[config.mk]
export PLATFORM = sky130hd
export DESIGN_NAME = dmem_if
export DESIGN_NICKNAME = d
export VERILOG_FILES = /design/src/rtl/dmem_if.sv
export SDC_FILE = /design/constraint.sdc
export NUM_CORES = 1
export LEC_CHECK = 0
export CORE_ASPECT_RATIO = 0.75
export CORE_UTILIZATION = 30
export CTS_BUF_LIST = sky130_fd_sc_hd__clkbuf_8
export CTS_CLUSTER_SIZE = 40
export DETAILED_ROUTE_END_ITERATION = 10
export PLACE_DENSITY = 0.65
export SETUP_SLACK_MARGIN = 0.4
export SYNTH_ARGS = -nofsm -noshare
export SYNTH_HDL_FRONTEND = slang
export SYNTH_SLANG_ARGS = --single-unit
[constraint.sdc]
create_clock -name clk -period 2.1 [get_ports clk]
set_input_delay 0.525 -clock clk [delete_from_list [all_inputs] [get_ports clk]]
set_output_delay 0.525 -clock clk [all_outputs]
set_load 0.01 [all_outputs]
[src/rtl/dmem_if.sv]
// Data-memory bus adapter: aligns stores, extracts loads, detects faults and
// timeouts, and returns one mem_ready pulse per access.
module dmem_if #(
  parameter int unsigned XLEN    = 64,
  parameter int unsigned TIMEOUT = 255
) (
  input  logic              clk,
  input  logic              resetn,
  input  logic              flush,
  input  logic [XLEN-1:0]   mem_addr,
  input  logic [XLEN-1:0]   mem_wdata,
  input  logic              mem_read_req,
  input  logic              mem_write_req,
  input  logic [2:0]        mem_size,
  input  logic              mem_signed,
  output logic [XLEN-1:0]   mem_rdata,
  output logic              mem_ready,
  output logic              mem_error,
  output logic              bus_valid,
  output logic              bus_we,
  output logic [XLEN-1:0]   bus_addr,
  output logic [XLEN-1:0]   bus_wdata,
  output logic [XLEN/8-1:0] bus_wstrb,
  input  logic [XLEN-1:0]   bus_rdata,
  input  logic              bus_ready,
  input  logic              bus_err
);

  localparam int unsigned LANES  = XLEN / 8;
  localparam int unsigned OFS_W  = $clog2(LANES);
  localparam int unsigned CNT_W  = (TIMEOUT < 2) ? 1 : $clog2(TIMEOUT);
  localparam int unsigned TO_LIM = (TIMEOUT == 0) ? 0 : TIMEOUT - 1;

  localparam logic [1:0] IDLE  = 2'd0;
  localparam logic [1:0] BUSY  = 2'd1;
  localparam logic [1:0] FAULT = 2'd2;
  localparam logic [1:0] RESP  = 2'd3;

  logic [1:0]       state_q, state_d;
  logic [CNT_W-1:0] cnt_q, cnt_d;
  logic             drop_q, drop_d;
  logic [OFS_W-1:0] off_q, off_d;
  logic [1:0]       size_q, size_d;
  logic             sgn_q, sgn_d;
  logic             ready_q, ready_d;
  logic             error_q, error_d;
  logic [XLEN-1:0]  rdata_d;
  logic             bus_valid_d, bus_we_d;
  logic [XLEN-1:0]  bus_addr_d, bus_wdata_d;
  logic [LANES-1:0] bus_wstrb_d;

  logic             req;
  logic             mis;
  logic             bad;
  logic [7:0]       strb8;
  logic [OFS_W-1:0] req_off;

  // Shift the addressed lane down and extend to the access size.
  function automatic logic [XLEN-1:0] extract(input logic [XLEN-1:0] raw,
                                              input logic [OFS_W-1:0] off,
                                              input logic [1:0]       size,
                                              input logic             sgn);
    logic [63:0] s;
    logic [63:0] e;
    s = 64'(raw >> {off, 3'b000});
    case (size)
      2'd0:    e = {{56{sgn & s[7]}},  s[7:0]};
      2'd1:    e = {{48{sgn & s[15]}}, s[15:0]};
      2'd2:    e = {{32{sgn & s[31]}}, s[31:0]};
      default: e = s;
    endcase
    return XLEN'(e);
  endfunction

  assign req     = mem_read_req | mem_write_req;
  assign req_off = mem_addr[OFS_W-1:0];

  // Request decode: misalignment, illegal size and conflicting direction.
  always_comb begin
    mis   = 1'b0;
    strb8 = 8'hFF;
    case (mem_size[1:0])
      2'd0: begin mis = 1'b0;             strb8 = 8'h01; end
      2'd1: begin mis = mem_addr[0];      strb8 = 8'h03; end
      2'd2: begin mis = |mem_addr[1:0];   strb8 = 8'h0F; end
      default: begin mis = |mem_addr[2:0]; strb8 = 8'hFF; end
    endcase
    bad = mis | mem_size[2] | (mem_read_req & mem_write_req) |
          ((mem_size[1:0] == 2'd3) && (XLEN < 64));
  end

  // Next-state and next-output logic.
  always_comb begin
    state_d     = state_q;
    cnt_d       = cnt_q;
    drop_d      = drop_q;
    off_d       = off_q;
    size_d      = size_q;
    sgn_d       = sgn_q;
    ready_d     = 1'b0;
    error_d     = 1'b0;
    rdata_d     = '0;
    bus_valid_d = bus_valid;
    bus_we_d    = bus_we;
    bus_addr_d  = bus_addr;
    bus_wdata_d = bus_wdata;
    bus_wstrb_d = bus_wstrb;
    case (state_q)
      IDLE: begin
        if (req && !flush) begin
          off_d    = req_off;
          size_d   = mem_size[1:0];
          sgn_d    = mem_signed;
          bus_we_d = mem_write_req;
          cnt_d    = '0;
          if (bad) begin
            state_d = FAULT;
          end else begin
            state_d     = BUSY;
            bus_valid_d = 1'b1;
            bus_addr_d  = {mem_addr[XLEN-1:OFS_W], {OFS_W{1'b0}}};
            bus_wdata_d = mem_wdata << {req_off, 3'b000};
            bus_wstrb_d = LANES'(strb8) << req_off;
          end
        end
      end
      BUSY: begin
        drop_d = drop_q | flush;
        if (bus_ready) begin
          state_d     = RESP;
          bus_valid_d = 1'b0;
          ready_d     = ~drop_d;
          error_d     = bus_err & ~drop_d;
          if (!drop_d && !bus_we && !bus_err) begin
            rdata_d = extract(bus_rdata, off_q, size_q, sgn_q);
          end
        end else if ((TIMEOUT != 0) && (cnt_q == CNT_W'(TO_LIM))) begin
          state_d     = RESP;
          bus_valid_d = 1'b0;
          ready_d     = ~drop_d;
          error_d     = ~drop_d;
        end else begin
          cnt_d = cnt_q + CNT_W'(1);
        end
      end
      FAULT: begin
        drop_d  = drop_q | flush;
        state_d = RESP;
        ready_d = ~drop_d;
        error_d = ~drop_d;
      end
      default: begin
        state_d = IDLE;
        drop_d  = 1'b0;
        cnt_d   = '0;
      end
    endcase
  end

  // State and output registers; reset abandons any transfer immediately.
  always_ff @(posedge clk or negedge resetn) begin
    if (!resetn) begin
      state_q   <= IDLE;
      cnt_q     <= '0;
      drop_q    <= 1'b0;
      off_q     <= '0;
      size_q    <= 2'd0;
      sgn_q     <= 1'b0;
      ready_q   <= 1'b0;
      error_q   <= 1'b0;
      mem_rdata <= '0;
      bus_valid <= 1'b0;
      bus_we    <= 1'b0;
      bus_addr  <= '0;
      bus_wdata <= '0;
      bus_wstrb <= '0;
    end else begin
      state_q   <= state_d;
      cnt_q     <= cnt_d;
      drop_q    <= drop_d;
      off_q     <= off_d;
      size_q    <= size_d;
      sgn_q     <= sgn_d;
      ready_q   <= ready_d;
      error_q   <= error_d;
      mem_rdata <= rdata_d;
      bus_valid <= bus_valid_d;
      bus_we    <= bus_we_d;
      bus_addr  <= bus_addr_d;
      bus_wdata <= bus_wdata_d;
      bus_wstrb <= bus_wstrb_d;
    end
  end

  // A flush arriving in the response cycle itself still cancels the pulse.
  assign mem_ready = ready_q & ~flush;
  assign mem_error = error_q & ~flush;

endmodule

==> results of run 1 <==
## Yosys cell counts, drive strengths merged (2+ instances only)
| library cell | count |
|---|---|
| a211oi | 47 |
| a21o | 9 |
| a21oi | 139 |
| a22o | 8 |
| a2bb2oi | 7 |
| a31oi | 2 |
| and2 | 3 |
| and3 | 15 |
| and4 | 2 |
| buf | 71 |
| clkbuf | 34 |
| dfrtp | 218 |
| ha | 6 |
| inv | 14 |
| mux2 | 46 |
| mux2i | 88 |
| mux4 | 13 |
| nand2 | 292 |
| nand2b | 6 |
| nand3 | 13 |
| nand4 | 2 |
| nor2 | 92 |
| nor2b | 27 |
| nor3 | 9 |
| o211ai | 3 |
| o21a | 10 |
| o21ai | 50 |
| o221ai | 8 |
| o22ai | 11 |
| o2bb2ai | 4 |
| o31ai | 21 |
| or2 | 3 |
| or3 | 4 |
## what timing repair did
action                                  in CTS  in global routing
buffers inserted                            11                 41
endpoints found under the setup margin     353                260
hold buffers                                 1                  0
pin swaps                                   14                 41
gates resized for setup                    673                264
hold endpoints to repair                    42                  0
gates cloned                                 4                 31
## logic make-up after synthesis
kind of cell / share of synthesized area [%]
flops: 45.7
fa+ha+maj: 0.629
compound gates: 17.3
other cells: 0.0314
buf+inv: 5.06
mux: 14.2
simple gates: 17.0
## final cells by class
class	count	share of cell area, %
multi-input combinational	957	34.1
timing repair buffer	633	29.9
sequential	218	28.2
clock buffer	51	3.63
tap	512	3.31
clock inverter	17	0.556
inverter	14	0.298
antenna	2	0.0259
## stage by stage
| step | hold slack [ns] | total power (uW) | setup WS, ns | utilization, % |
|---|---|---|---|---|
| floorplan | 0.229 | 11300 | 0.258 | - |
| global placement | 0.452 | 16400 | -0.497 | 45.1 |
| detailed placement | 0.455 | 16500 | -0.550 | 45.1 |
| CTS | 0.457 | 20500 | 0.144 | 46.4 |
| global route | 0.354 | 23300 | 0.0892 | 50.0 |
| finish | 0.355 | 22000 | 0.133 | 50.0 |
## path summary, 6_finish.rpt
check	endpoint	slack, ns	cells past startpoint
max in group asynchronous	bus_addr[50]	0.89	3
max	mem_rdata[63]	0.13	8
min in group asynchronous	bus_wdata[31]	0.46	2
max reg2reg	mem_rdata[33]	0.16	8
min	size_q[0]	0.35	3
min reg2reg	bus_wdata[5]	0.46	2
## sequential cells by signal, summed over array words and instances, names as in the netlist
name and flops:
drop_q 1, bus_valid 1, ready_q 1, state_q 2
error_q 1, bus_wstrb 8, size_q 2, cnt_q 8
mem_rdata 64, bus_we 1, off_q 3, bus_addr 61
bus_wdata 64, sgn_q 1
## metal layers
layer  part of all wire, %  vias to the layer above  GRT usage (%)
met2                    45                      504           35.2
met3                   8.0                       84           5.16
met1                    44                     6012           31.4
met4                   2.3                        8           5.89
met5                  0.11                        -              0
li1                      -                     5694              -
## worst reg2reg max path, cell delays in order (launching register included)
cell	delay [ns]
dfrtp_2	0.44
buf_8	0.16
buf_12	0.14
nand3b_1	0.16
o211ai_1	0.14
and4_4	0.36
a21oi_2	0.10
buf_12	0.16
a21oi_1	0.17
## power breakdown
| group | switching [uW] | leakage [uW] | total, uW | internal (uW) |
|---|---|---|---|---|
| clock | 1890 | 0.000443 | 4190 | 2300 |
| sequential | 823 | 0.00289 | 6260 | 5440 |
| combinational | 6010 | 0.00616 | 11600 | 5580 |
| total | 8720 | 0.00949 | 22000 | 13300 |
## layout by cell type (no fill, tap or decap), drive strengths merged, types with 7 or more instances in the layout
| cell type | n |
|---|---|
| o21a | 10 |
| a22o | 8 |
| clkdlybuf4s50 | 192 |
| nand3 | 14 |
| and3 | 15 |
| nor2b | 27 |
| nand2 | 292 |
| dlymetal6s2s | 12 |
| o21ai | 50 |
| mux4 | 13 |
| o31ai | 21 |
| clkbuf | 111 |
| mux2i | 88 |
| buf | 361 |
| inv | 22 |
| a21o | 9 |
| a211oi | 47 |
| nor2 | 92 |
| dfrtp | 218 |
| nor3 | 9 |
| mux2 | 46 |
| a21oi | 139 |
| a2bb2oi | 7 |
| o22ai | 11 |
| o221ai | 8 |
==> key figures, run 1 <==
Outcome
  • Outcome: complete, no violations

Critical path
  • Peak per-stage delay on the critical path: 0.55 ns
  • Worst Path Max Fanout: 15
  • RR Startpoint: off_q[0]
  • Delay-heaviest family, CP: buffers and inverters
  • Worst setup startpoint: bus_rdata[55]
  • Worst setup EP type: flop
  • Crit-path cells: clkdlybuf4s50_1, mux4_2, o2bb2ai_4, buf_4, nor4_4, a21oi_2, buf_12, a21oi_1
  • Worst Path Required: 2.51 ns
  • Slowest CP cell: mux4_2
  • Crit Path Category: in2reg
  • Buffers & Inverters on Critical Path: 3
  • Startpoint types: input port
  • Arrival @ worst endpoint: 2.38 ns

Floorplan
  • Vert. Die Dim: 175 um
  • Die X: 232 um
  • Core Box Area: 38,700 um2
  • Die ar.: 40,600 um2
  • Top Ports: 407
  • Initial Utilization: 30.8%
  • Rows: 62

Route
  • DRC viols: 0
  • Antenna Nets Post-Route: 0
  • Routed WL: 51.7 mm
  • Vias/cell: 5.12
  • Total number of vias: 12,300
  • DRT iter0 DRCs: 931
  • DR pass1 iterations: 6
  • Wire per inst: 21.5 um

Global routing
  • Total track usage: 22.6%
  • First-pass GRT wire length: 70.5 mm
  • Initial antenna violation count: 5
  • Largest net degree at the start of global routing: 77
  • GRT overflow: 0
  • Vias in the first global route: 11,700

Clocking
  • CTS tree: built
  • Worst-Skew Late Latency: 0.55 ns
  • Root cell of the clock tree: clkbuf_8
  • H-tree depth: 2
  • Sinks on the clock net: 218
  • Num CTS Buffers: 40
  • Clk buf depth: 3
  • Reg clk slew, reported paths: 0.06 ns

Yosys
  • Ys Warns: 0
  • Ys async rst share: 100%
  • Yosys reg bits: 218
  • Area of the mapped netlist: 11,900 um2
  • Synth top area share: 45.7%
  • Cells after Synth: 1,291
  • EDFF count, synth: 0
  • Sequential fraction of the synthesis area: 45.7%
  • Number of distinct library cells after synthesis: 60
  • Primary FF master, synth: dfrtp_1
  • Yosys top cell by area: dfrtp_1
  • Avg Cell Area, Syn: 9.24 um2
  • Synth area leaders: dfrtp_1 (46%), nand2_1 (9.2%), mux2i_1 (7.4%)

STA
  • Final Hold Fails: 0
  • Pins Over Slew Limit: 0
  • Fmax: 508 MHz
  • Crit path time final: 1.97 ns
  • Clock Skew: 0.0265 ns
  • Final setup vio count: 0
  • Fin crit share: 93.7%
  • Final TNS setup: 0 ns
  • RSZ-0062 raised after global routing: true
  • Actual slew at the worst max-slew pin: 0.872 ns
  • Rel. slew slack: 41.8%

Pwr
  • Pleak: 0.00949 uW
  • Max VDD drop: 0.535 mV
  • PD cells: 1140 nW/um2

Finish
  • Share of layout cells above drive strength 1: 35.9%
  • Storage cell area: 5460 um2
  • Final Cell Area: 19,300 um2
  • Layout overhead on the synthesized area: 62.1%
  • FILL cells: 3,572
  • Fin nets: 2,073
  • Finished Layout Cells: 2,404
  • Area of the multi-input gates: 6590 um2

Place
  • RD Place Congestion: 0.900
  • Placed Cells: 2,246
  • Placed wire-length estimate: 34.8 mm
  • Port Buffer Count: 403
  • Post-DP Area: 17,500 um2

Min path
  • Hold_sp: mem_size[0]
  • Min-delay worst type: in2reg

Job
  • Max-Cap Viols: 0
No activity file was read; power rests on OpenSTA's default activity.
==> run 2: changes to the inputs <==
--- a/config.mk
+++ b/config.mk
@@ -5,7 +5,7 @@
 export SDC_FILE = /design/constraint.sdc
 export NUM_CORES = 1
 export LEC_CHECK = 0
-export CORE_ASPECT_RATIO = 0.75
+export CAP_MARGIN = 20
 export CORE_UTILIZATION = 30
 export CTS_BUF_LIST = sky130_fd_sc_hd__clkbuf_8
 export CTS_CLUSTER_SIZE = 40
==> key figures, run 2 (synthesis gave the netlist of run 1 again) <==
Clocking
  • Clk buf depth: 3 (unchanged)
  • Sinks on the clock net: 218 (unchanged)
  • Reg clk slew, reported paths: 0.06 ns (about the same)
  • CTS tree: built (unchanged)
  • Root cell of the clock tree: clkbuf_8 (unchanged)
  • H-tree depth: 2 (unchanged)
  • Num CTS Buffers: 41 (was 40)
  • Worst-Skew Late Latency: 0.58 ns (was 0.55 ns)

STA
  • RSZ-0062 raised after global routing: true (unchanged)
  • Clock Skew: 0.0156 ns (was 0.0265 ns)
  • Actual slew at the worst max-slew pin: 0.822 ns (was 0.872 ns)
  • Final Hold Fails: 0 (unchanged)
  • Fin crit share: 93.2% (was 93.7%)
  • Final setup vio count: 0 (unchanged)
  • WHS: 0.367 ns (was 0.355 ns)
  • Final TNS setup: 0 ns (unchanged)
  • Fmax: 511 MHz (was 508 MHz)
  • Pins Over Slew Limit: 0 (unchanged)
  • Rel. slew slack: 45.1% (was 41.8%)
  • Crit path time final: 1.96 ns (was 1.97 ns)

Floorplan
  • Die ar.: 40,600 um2 (about the same)
  • Rows: 72 (was 62)
  • Vert. Die Dim: 201 um (was 175 um)
  • Die X: 201 um (was 232 um)
  • Core Box Area: 38,900 um2 (was 38,700 um2)
  • Initial Utilization: 30.7% (was 30.8%)
  • Top Ports: 407 (unchanged)

Critical path
  • Delay-heaviest family, CP: multiplexers (was buffers and inverters)
  • Startpoint types: flop (was input port)
  • Slowest CP cell: mux4_2 (unchanged)
  • Peak per-stage delay on the critical path: 0.57 ns (was 0.55 ns)
  • Worst Path Max Fanout: 8 (was 15)
  • Crit-path cells: mux4_2, o2bb2ai_4, nor3_4, buf_6, nor2_8, clkbuf_16, a21oi_2 (was clkdlybuf4s50_1, mux4_2, o2bb2ai_4, buf_4, nor4_4, a21oi_2, buf_12, a21oi_1)
  • Arrival @ worst endpoint: 2.43 ns (was 2.38 ns)
  • Crit Path Category: reg2reg (was in2reg)
  • Worst Path Required: 2.57 ns (was 2.51 ns)
  • Buffers & Inverters on Critical Path: 2 (was 3)
  • Worst setup EP type: flop (unchanged)

Route
  • Routed WL: 48.1 mm (was 51.7 mm)
  • DRT iter0 DRCs: 771 (was 931)
  • Wire per inst: 20.0 um (was 21.5 um)
  • DR pass1 iterations: 5 (was 6)
  • DRC viols: 0 (unchanged)
  • Antenna Nets Post-Route: 0 (unchanged)
  • Vias/cell: 5.02 (was 5.12)
  • Total number of vias: 12,100 (was 12,300)

Place
  • RD Place Congestion: 0.951 (was 0.900)
  • Placed wire-length estimate: 35.1 mm (was 34.8 mm)
  • Port Buffer Count: 403 (unchanged)

Finish
  • Commonest non-fill, non-tap cell in the layout: nand2_1 (unchanged)
  • FILL cells: 3,665 (was 3,572)
  • Largest regs: bus_wdata x64, mem_rdata x64, bus_addr x61 (unchanged)
  • Share of layout cells above drive strength 1: 33.8% (was 35.9%)
  • Fin nets: 2,073 (unchanged)
  • Commonest non-fill, non-tap cells in the layout: nand2_1 (284), dfrtp_1 (213), clkdlybuf4s50_1 (193) (was nand2_1 (258), dfrtp_1 (212), clkdlybuf4s50_1 (192))
  • Layout overhead on the synthesized area: 59.1% (was 62.1%)

Job
  • Max-Cap Viols: 0 (unchanged)

Global routing
  • Vias in the first global route: 12,000 (was 11,700)
  • Global Route met3 Usage: 5.52% (was 5.16%)
  • First-pass GRT wire length: 70.5 mm (about the same)
  • Initial antenna violation count: 2 (was 5)
  • Busiest layer in global routing: met2 (unchanged)
  • Total track usage: 22.5% (was 22.6%)
  • GRT overflow: 0 (unchanged)
  • Largest net degree at the start of global routing: 62 (was 77)
  • Met1 usage in global routing: 28.1% (was 31.4%)
  • Met2 usage: 37.8% (was 35.2%)

Min path
  • Min-delay worst type: in2reg (unchanged)

Pwr
  • PD cells: 1140 nW/um2 (about the same)
  • Pleak: 0.00930 uW (was 0.00949 uW)
  • Max VDD drop: 0.524 mV (was 0.535 mV)

Outcome
  • Outcome: complete, no violations (unchanged)
[run 2: changes by cell type in the layout (fill, tap and decap cells not counted), sizes merged, moves of 2 or more]
cell,previous run,this run
buf,361,426
clkbuf,111,59
dlymetal6s2s,12,4
inv,22,28
clkdlybuf4s15,4,0
clkinvlp,3,0
clkinv,5,3
[run 2: worst paths after layout]
kind / cells past startpoint / slack [ns] / start / end
setup / recovery: 7 / 0.14 / off_q[0] / mem_rdata[24]
hold / removal: 2 / 0.37 / mem_size[1] / size_q[1]
setup reg to reg: 7 / 0.14 / off_q[0] / mem_rdata[24]
hold reg to reg: 2 / 0.46 / bus_wdata[5] / bus_wdata[5]
max in group asynchronous: 3 / 1.02 / resetn / mem_rdata[52]
min in group asynchronous: 2 / 0.47 / resetn / bus_wdata[59]
[run 2: layer usage]
| layer | vias to the layer above | routed length, um |
|---|---|---|
| met5 | - | 15 |
| met4 | 2 | 1490 |
| met3 | 97 | 3580 |
| met2 | 536 | 23500 |
| met1 | 5805 | 19600 |
| li1 | 5657 | - |
[run 2: layout make-up]
type	count	area [um2]	area share, %
flip-flops and latches	218	5460	28.8
clock buffers	52	716	3.77
clock inverters	18	110	0.580
multi-input cells	957	6270	33.0
inverters	14	52.6	0.277
repair buffers	632	5710	30.1
diodes	1	2.50	0.0132
well taps	518	648	3.42
[run 2: through the flow]
step / std cells / setup slack (ns) / power (uW) / cell area, um2 / utilization, %
after floorplan: 1293 / 0.258 / 11300 / 12100 / -
after global placement: 2262 / -0.275 / 16400 / 17700 / 45.4
after detailed placement: 2262 / -0.321 / 16500 / 17700 / 45.4
after CTS: 2357 / 0.140 / 20700 / 18000 / 46.4
after global routing: 2409 / 0.0785 / 22900 / 19000 / 48.8
final: 2410 / 0.142 / 21700 / 19000 / 48.8
[run 2: power by group]
group / switching [uW] / internal (uW) / total, uW
clock: 1930 / 2350 / 4280
combinational: 5490 / 5560 / 11100
sequential: 930 / 5440 / 6380
[run 2: timing repair]
item	in CTS	in global routing
hold buffers	1	0
setup buffers	24	45
cloned	0	7
endpoints found under the hold margin	41	0
gates resized for setup	890	106
pin swaps	7	20
setup endpoints to repair	367	314
==> run 3: changes to the inputs <==
--- a/config.mk
+++ b/config.mk
@@ -7,10 +7,11 @@
 export LEC_CHECK = 0
 export CAP_MARGIN = 20
 export CORE_UTILIZATION = 30
-export CTS_BUF_LIST = sky130_fd_sc_hd__clkbuf_8
+export CTS_BUF_LIST = sky130_fd_sc_hd__clkbuf_4
 export CTS_CLUSTER_SIZE = 40
 export DETAILED_ROUTE_END_ITERATION = 10
 export PLACE_DENSITY = 0.65
+export REMOVE_ABC_BUFFERS = 1
 export SETUP_SLACK_MARGIN = 0.4
 export SYNTH_ARGS = -nofsm -noshare
 export SYNTH_HDL_FRONTEND = slang
==> key figures, run 3 (synthesis gave the netlist of run 1 again) <==
Outcome
  • Outcome: complete, no violations (unchanged)

Critical path
  • Worst Path Required: 1.57 ns (was 2.57 ns)
  • Worst Path Max Fanout: 6 (was 8)
  • Worst setup EP type: output port (was flop)
  • Worst reg-to-reg path cell count: 8 (was 7)
  • RR Startpoint: off_q[0] (unchanged)
  • Worst setup startpoint: flush (was off_q[0])
  • Crit Path Category: in2out (was reg2reg)
  • Arrival @ worst endpoint: 1.44 ns (was 2.43 ns)
  • Startpoint types: input port (was flop)

STA
  • Crit path time final: 1.97 ns (was 1.96 ns)
  • Actual slew at the worst max-slew pin: 1.04 ns (was 0.822 ns)
  • Fin crit share: 93.7% (was 93.2%)
  • RSZ-0062 raised after global routing: true (unchanged)
  • Rel. slew slack: 30.8% (was 45.1%)
  • Final setup vio count: 0 (unchanged)
  • Pins Over Slew Limit: 0 (unchanged)
  • Fmax: 508 MHz (was 511 MHz)
  • Clock Skew: 0.0195 ns (was 0.0156 ns)
  • Final Hold Fails: 0 (unchanged)
  • Setup ws final: 0.132 ns (was 0.142 ns)

Finish
  • Share of layout cells above drive strength 1: 43.4% (was 33.8%)
  • Largest regs: bus_wdata x64, mem_rdata x64, bus_addr x61 (unchanged)
  • Commonest non-fill, non-tap cell in the layout: dfrtp_1 (was nand2_1)
  • Commonest non-fill, non-tap cells in the layout: dfrtp_1 (213), nand2_1 (204), clkdlybuf4s50_1 (198) (was nand2_1 (284), dfrtp_1 (213), clkdlybuf4s50_1 (193))
  • Finished Layout Cells: 2,484 (was 2,410)
  • Final Core Density: 52.7% (was 48.8%)
  • Fin nets: 2,136 (was 2,073)
  • Area of the multi-input gates: 6970 um2 (was 6270 um2)
  • Layout overhead on the synthesized area: 72.0% (was 59.1%)
  • Final Cell Area: 20,500 um2 (was 19,000 um2)
  • FILL cells: 3,465 (was 3,665)
  • Storage cell area: 5460 um2 (unchanged)

Clocking
  • Clk buf depth: 3 (unchanged)
  • Sinks on the clock net: 218 (unchanged)
  • Worst-Skew Late Latency: 0.77 ns (was 0.58 ns)
  • H-tree depth: 2 (unchanged)
  • Num CTS Buffers: 60 (was 41)
  • Reg clk slew, reported paths: 0.06 ns (about the same)
  • Root cell of the clock tree: clkbuf_4 (was clkbuf_8)
  • CTS tree: built (unchanged)

Global routing
  • Initial antenna violation count: 3 (was 2)
  • Total track usage: 20.5% (was 22.5%)
  • Largest net degree at the start of global routing: 68 (was 62)
  • Vias in the first global route: 11,800 (was 12,000)
  • GRT overflow: 0 (unchanged)
  • First-pass GRT wire length: 65.7 mm (was 70.5 mm)

Floorplan
  • Vert. Die Dim: 201 um (unchanged)
  • Rows: 72 (unchanged)
  • Core Box Area: 38,900 um2 (unchanged)
  • Initial Utilization: 30.7% (unchanged)
  • Die ar.: 40,600 um2 (unchanged)
  • Top Ports: 407 (unchanged)
  • Die X: 201 um (unchanged)

Place
  • RD Place Congestion: 0.894 (was 0.951)
  • DP Worst Slack: -0.351 ns (was -0.321 ns)
  • Placed Cells: 2,235 (was 2,262)
  • Port Buffer Count: 403 (unchanged)
  • Post-DP Area: 17,300 um2 (was 17,700 um2)
  • Placed wire-length estimate: 30.7 mm (was 35.1 mm)

Pwr
  • PD cells: 1100 nW/um2 (was 1140 nW/um2)
  • Total power: 22,500 uW (was 21,700 uW)
  • Pleak: 0.00981 uW (was 0.00930 uW)
  • Max VDD drop: 0.510 mV (was 0.524 mV)

Route
  • Wire per inst: 19.5 um (was 20.0 um)
  • Antenna Nets Post-Route: 0 (unchanged)
  • Vias/cell: 5.10 (was 5.02)
  • Routed WL: 48.4 mm (was 48.1 mm)
  • DRC viols: 0 (unchanged)
  • DRT iter0 DRCs: 879 (was 771)
  • DR pass1 iterations: 5 (unchanged)
  • Total number of vias: 12,700 (was 12,100)

Job
  • Max-Cap Viols: 0 (unchanged)

Min path
  • Hold_sp: mem_addr[0] (was mem_size[1])
  • Hold path cells: 3 (was 2)
  • Min-delay worst type: in2reg (unchanged)
[run 3: metal layers]
metal	vias up	global-route usage [%]	routed length (um)
met5	-	0	0
met3	102	4.66	3300
met1	6201	26.1	19900
met4	0	8.55	1440
met2	523	33.3	23700
li1	5836	-	-
[run 3: critical path: stages]
cell             delay [ns]
clkdlybuf4s50_1        0.68
nor2b_1                0.08
buf_2                  0.15
[run 3: metrics by stage]
step | setup TNS (ns) | hold slack, ns
final | 0 | 0.271
after global routing | 0 | 0.211
after CTS | 0 | 0.195
after detailed placement | -50.61 | 0.461
after global placement | -45.73 | 0.452
after floorplan | -399.49 | 0.229
[run 3: where the power goes]
group / switching, uW / internal [uW]
combinational: 5910 / 6470
sequential: 974 / 5440
clock: 1850 / 1840
total: 8730 / 13800
[run 3: worst paths after layout]
kind,to,slack (ns)
max,mem_error,0.13
min reg2reg,bus_addr[11],0.47
max reg2reg,mem_rdata[59],0.15
min in group asynchronous,cnt_q[4],0.30
max in group asynchronous,bus_wdata[40],1.14
min,off_q[0],0.27
[run 3: layout make-up]
cell class,count,share of cell area [%]
Multi-Input combinational cell,956,34.0
Tap cell,518,3.16
Inverter,14,0.256
Sequential cell,218,26.6
Timing Repair Buffer,677,32.6
Antenna cell,4,0.0488
Clock buffer,86,3.15
Clock inverter,11,0.201
[run 3: what timing repair did]
action,in CTS,in global routing
pin swaps,7,147
buffers inserted,33,83
gates resized for setup,943,354
endpoints found under the setup margin,367,406
hold buffers,1,0
endpoints found under the hold margin,57,0
gates cloned,1,30
==> RTL edit: new RTL, config.mk and constraints of run 2 <==
Make the reset (`resetn`) synchronous in one clocked block.
--- a/src/rtl/dmem_if.sv
+++ b/src/rtl/dmem_if.sv
@@ -158,7 +158,7 @@
   end
 
   // State and output registers; reset abandons any transfer immediately.
-  always_ff @(posedge clk or negedge resetn) begin
+  always_ff @(posedge clk) begin
     if (!resetn) begin
       state_q   <= IDLE;
       cnt_q     <= '0;
Behaviour: differs if resetn is asserted again (counterexample within 4 cycles, from zero or initial values and one cycle with resetn low); with resetn held inactive, the same outputs for 4 cycles.
==> RTL edit against run 2 <==
Worst setup slack worse by 0.016 ns; synthesized area is 3.5% lower; sequential cell count stayed put; via count is 8.8% higher; wire length is 6.8% higher; global-route usage is 0.93 points higher; critical path depth is 2 higher; cell area is 1.3% higher; sequential share of layout area is 5.6 points lower; critical path type unchanged.
Power is not compared: it rests on default switching activity, and its combinational part moved more than twofold at a synthesized area within 25%.
==> RTL edit: results (changes against run 2) <==
| Metric | Value |
|---|---|
| Grt met1 use | `0.281 (+0.000482)` |
| Worst Hold Class | `in -> reg` |
| Non-Filler Instances | `2347 (-2.6%)` |
| DRT met1 WL | `19700 um (+0.63%)` |
| Final max-slew violation count | `0 (unchanged)` |
| Fin nets | `2016 (-2.7%)` |
| RePlAce Congestion | `0.942 (-0.93%)` |
| Non-clk invs | `10 (-4)` |
| Multi-Input Combinational | `915 (-4.4%)` |
| Status | `finished, final reports clean` |
| Routed WL | `51400 um (+6.8%)` |
| GRT Util Overall | `0.234 (+0.00928)` |
| Post-CTS setup buffers | `13 (-46%)` |
| Seq cells | `218 (unchanged)` |
| Primary FF master, synth | `dfxtp_1` |
| Bufs w/o clock | `622 (-1.6%)` |
| CP arrival | `2.45 ns (+0.02 ns)` |
| Setup WS pre-CTS | `-0.410 ns (-0.0892 ns)` |
| First-pass GRT wire length | `71400 um (+1.4%)` |
| Sequential area share after synthesis | `0.379 (-0.0782)` |
| Critical path's slowest cell | `dfxtp_4` |
| Clk_skew | `0.0178 ns (+0.00221 ns)` |
| Skew-Pair Late Insertion Delay | `0.59 ns` |
| Number of buffers created by CTS | `40 (-2.4%)` |
| CP top delay family | `buffers and inverters` |
| DP HPWL | `34100 um (-2.9%)` |
| DR iter-0 viols | `932 (+21%)` |
| Fill cells | `3392 (-7.4%)` |
| TritonRoute pass-1 iters | `6 (+1)` |
| Die X | `198 um (-1.7%)` |
| Met3 Wirelength | `4670 um (+30%)` |
| Count of cell types in the netlist | `53 (-12%)` |
| Ant diodes | `0 (-1)` |
| Max stage delay on crit path | `0.36 ns (-0.21 ns)` |
| Share of cells above drive strength 1 | `0.409 (+0.0711)` |
| Non-clk buf share | `0.306 (+0.00494)` |
| Ys async rst share | `0 (-1.00)` |
| Placed Cells | `2226 (-1.6%)` |
| GRT met2 Usage | `0.388 (+0.00963)` |
| Ranking of synthesized cells by area | `dfxtp_1 38%, mux4_2 10%, a21oi_1 7.6%` |
| Antenna violations before repair | `1 (-1)` |
| Clk cell area share | `0.0436 (+0.0000477)` |
| Footprint of the multi-input gates | `7360 um^2 (+17%)` |
| Relative max-transition margin | `0.518 (+0.0668)` |
| FF+latch area | `4450 um^2 (-19%)` |
| # resized after CTS | `782 (-12%)` |
## RTL edit: changes by cell type after synthesis, moves of 23 or more
cell / before / now
nand2_1: 292 / 137
nand4_1: 2 / 38
o21ai_0: 49 / 111
mux4_2: 13 / 53
mux2_2: 46 / 23
a211oi_1: 46 / 21
mux2i_1: 88 / 52
dfrtp_1: 218 / 0
nand3_1: 13 / 68
a41oi_1: 0 / 32
a21oi_1: 136 / 175
clkbuf_1: 34 / 86
dfxtp_1: 0 / 218
nor2_1: 91 / 14
## RTL edit: power breakdown
part	internal [mW]	switching, mW	total [mW]
logic	2.37	2.49	4.86
clock network	2.37	1.98	4.35
registers	4.33	0.169	4.50
## RTL edit: cell families after synthesis
| group | Yosys count | share of synthesized area |
|---|---|---|
| multiplexers | 128 | 0.171 |
| flip-flops | 218 | 0.379 |
| adder cells (fa/ha/maj) | 6 | 0.00652 |
| other | 1 | 0.000326 |
| buffers and inverters | 163 | 0.0605 |
| AO/OA/AOI/OAI | 457 | 0.246 |
| AND/OR/NAND/NOR | 320 | 0.136 |
## RTL edit: path summary, 6_finish.rpt
kind / startpoint / end / slack [ns] / cells past startpoint
worst min register to register: bus_addr[49]$_SDFFE_PN0P_ / bus_addr[49]$_SDFFE_PN0P_ / 0.46 / 2
worst min-delay path: mem_write_req / bus_we$_SDFFE_PN0P_ / 0.37 / 4
worst max-delay path: off_q[1]$_SDFFE_PN0P_ / mem_rdata[50]$_SDFF_PN0_ / 0.13 / 9
worst max register to register: off_q[1]$_SDFFE_PN0P_ / mem_rdata[50]$_SDFF_PN0_ / 0.13 / 9
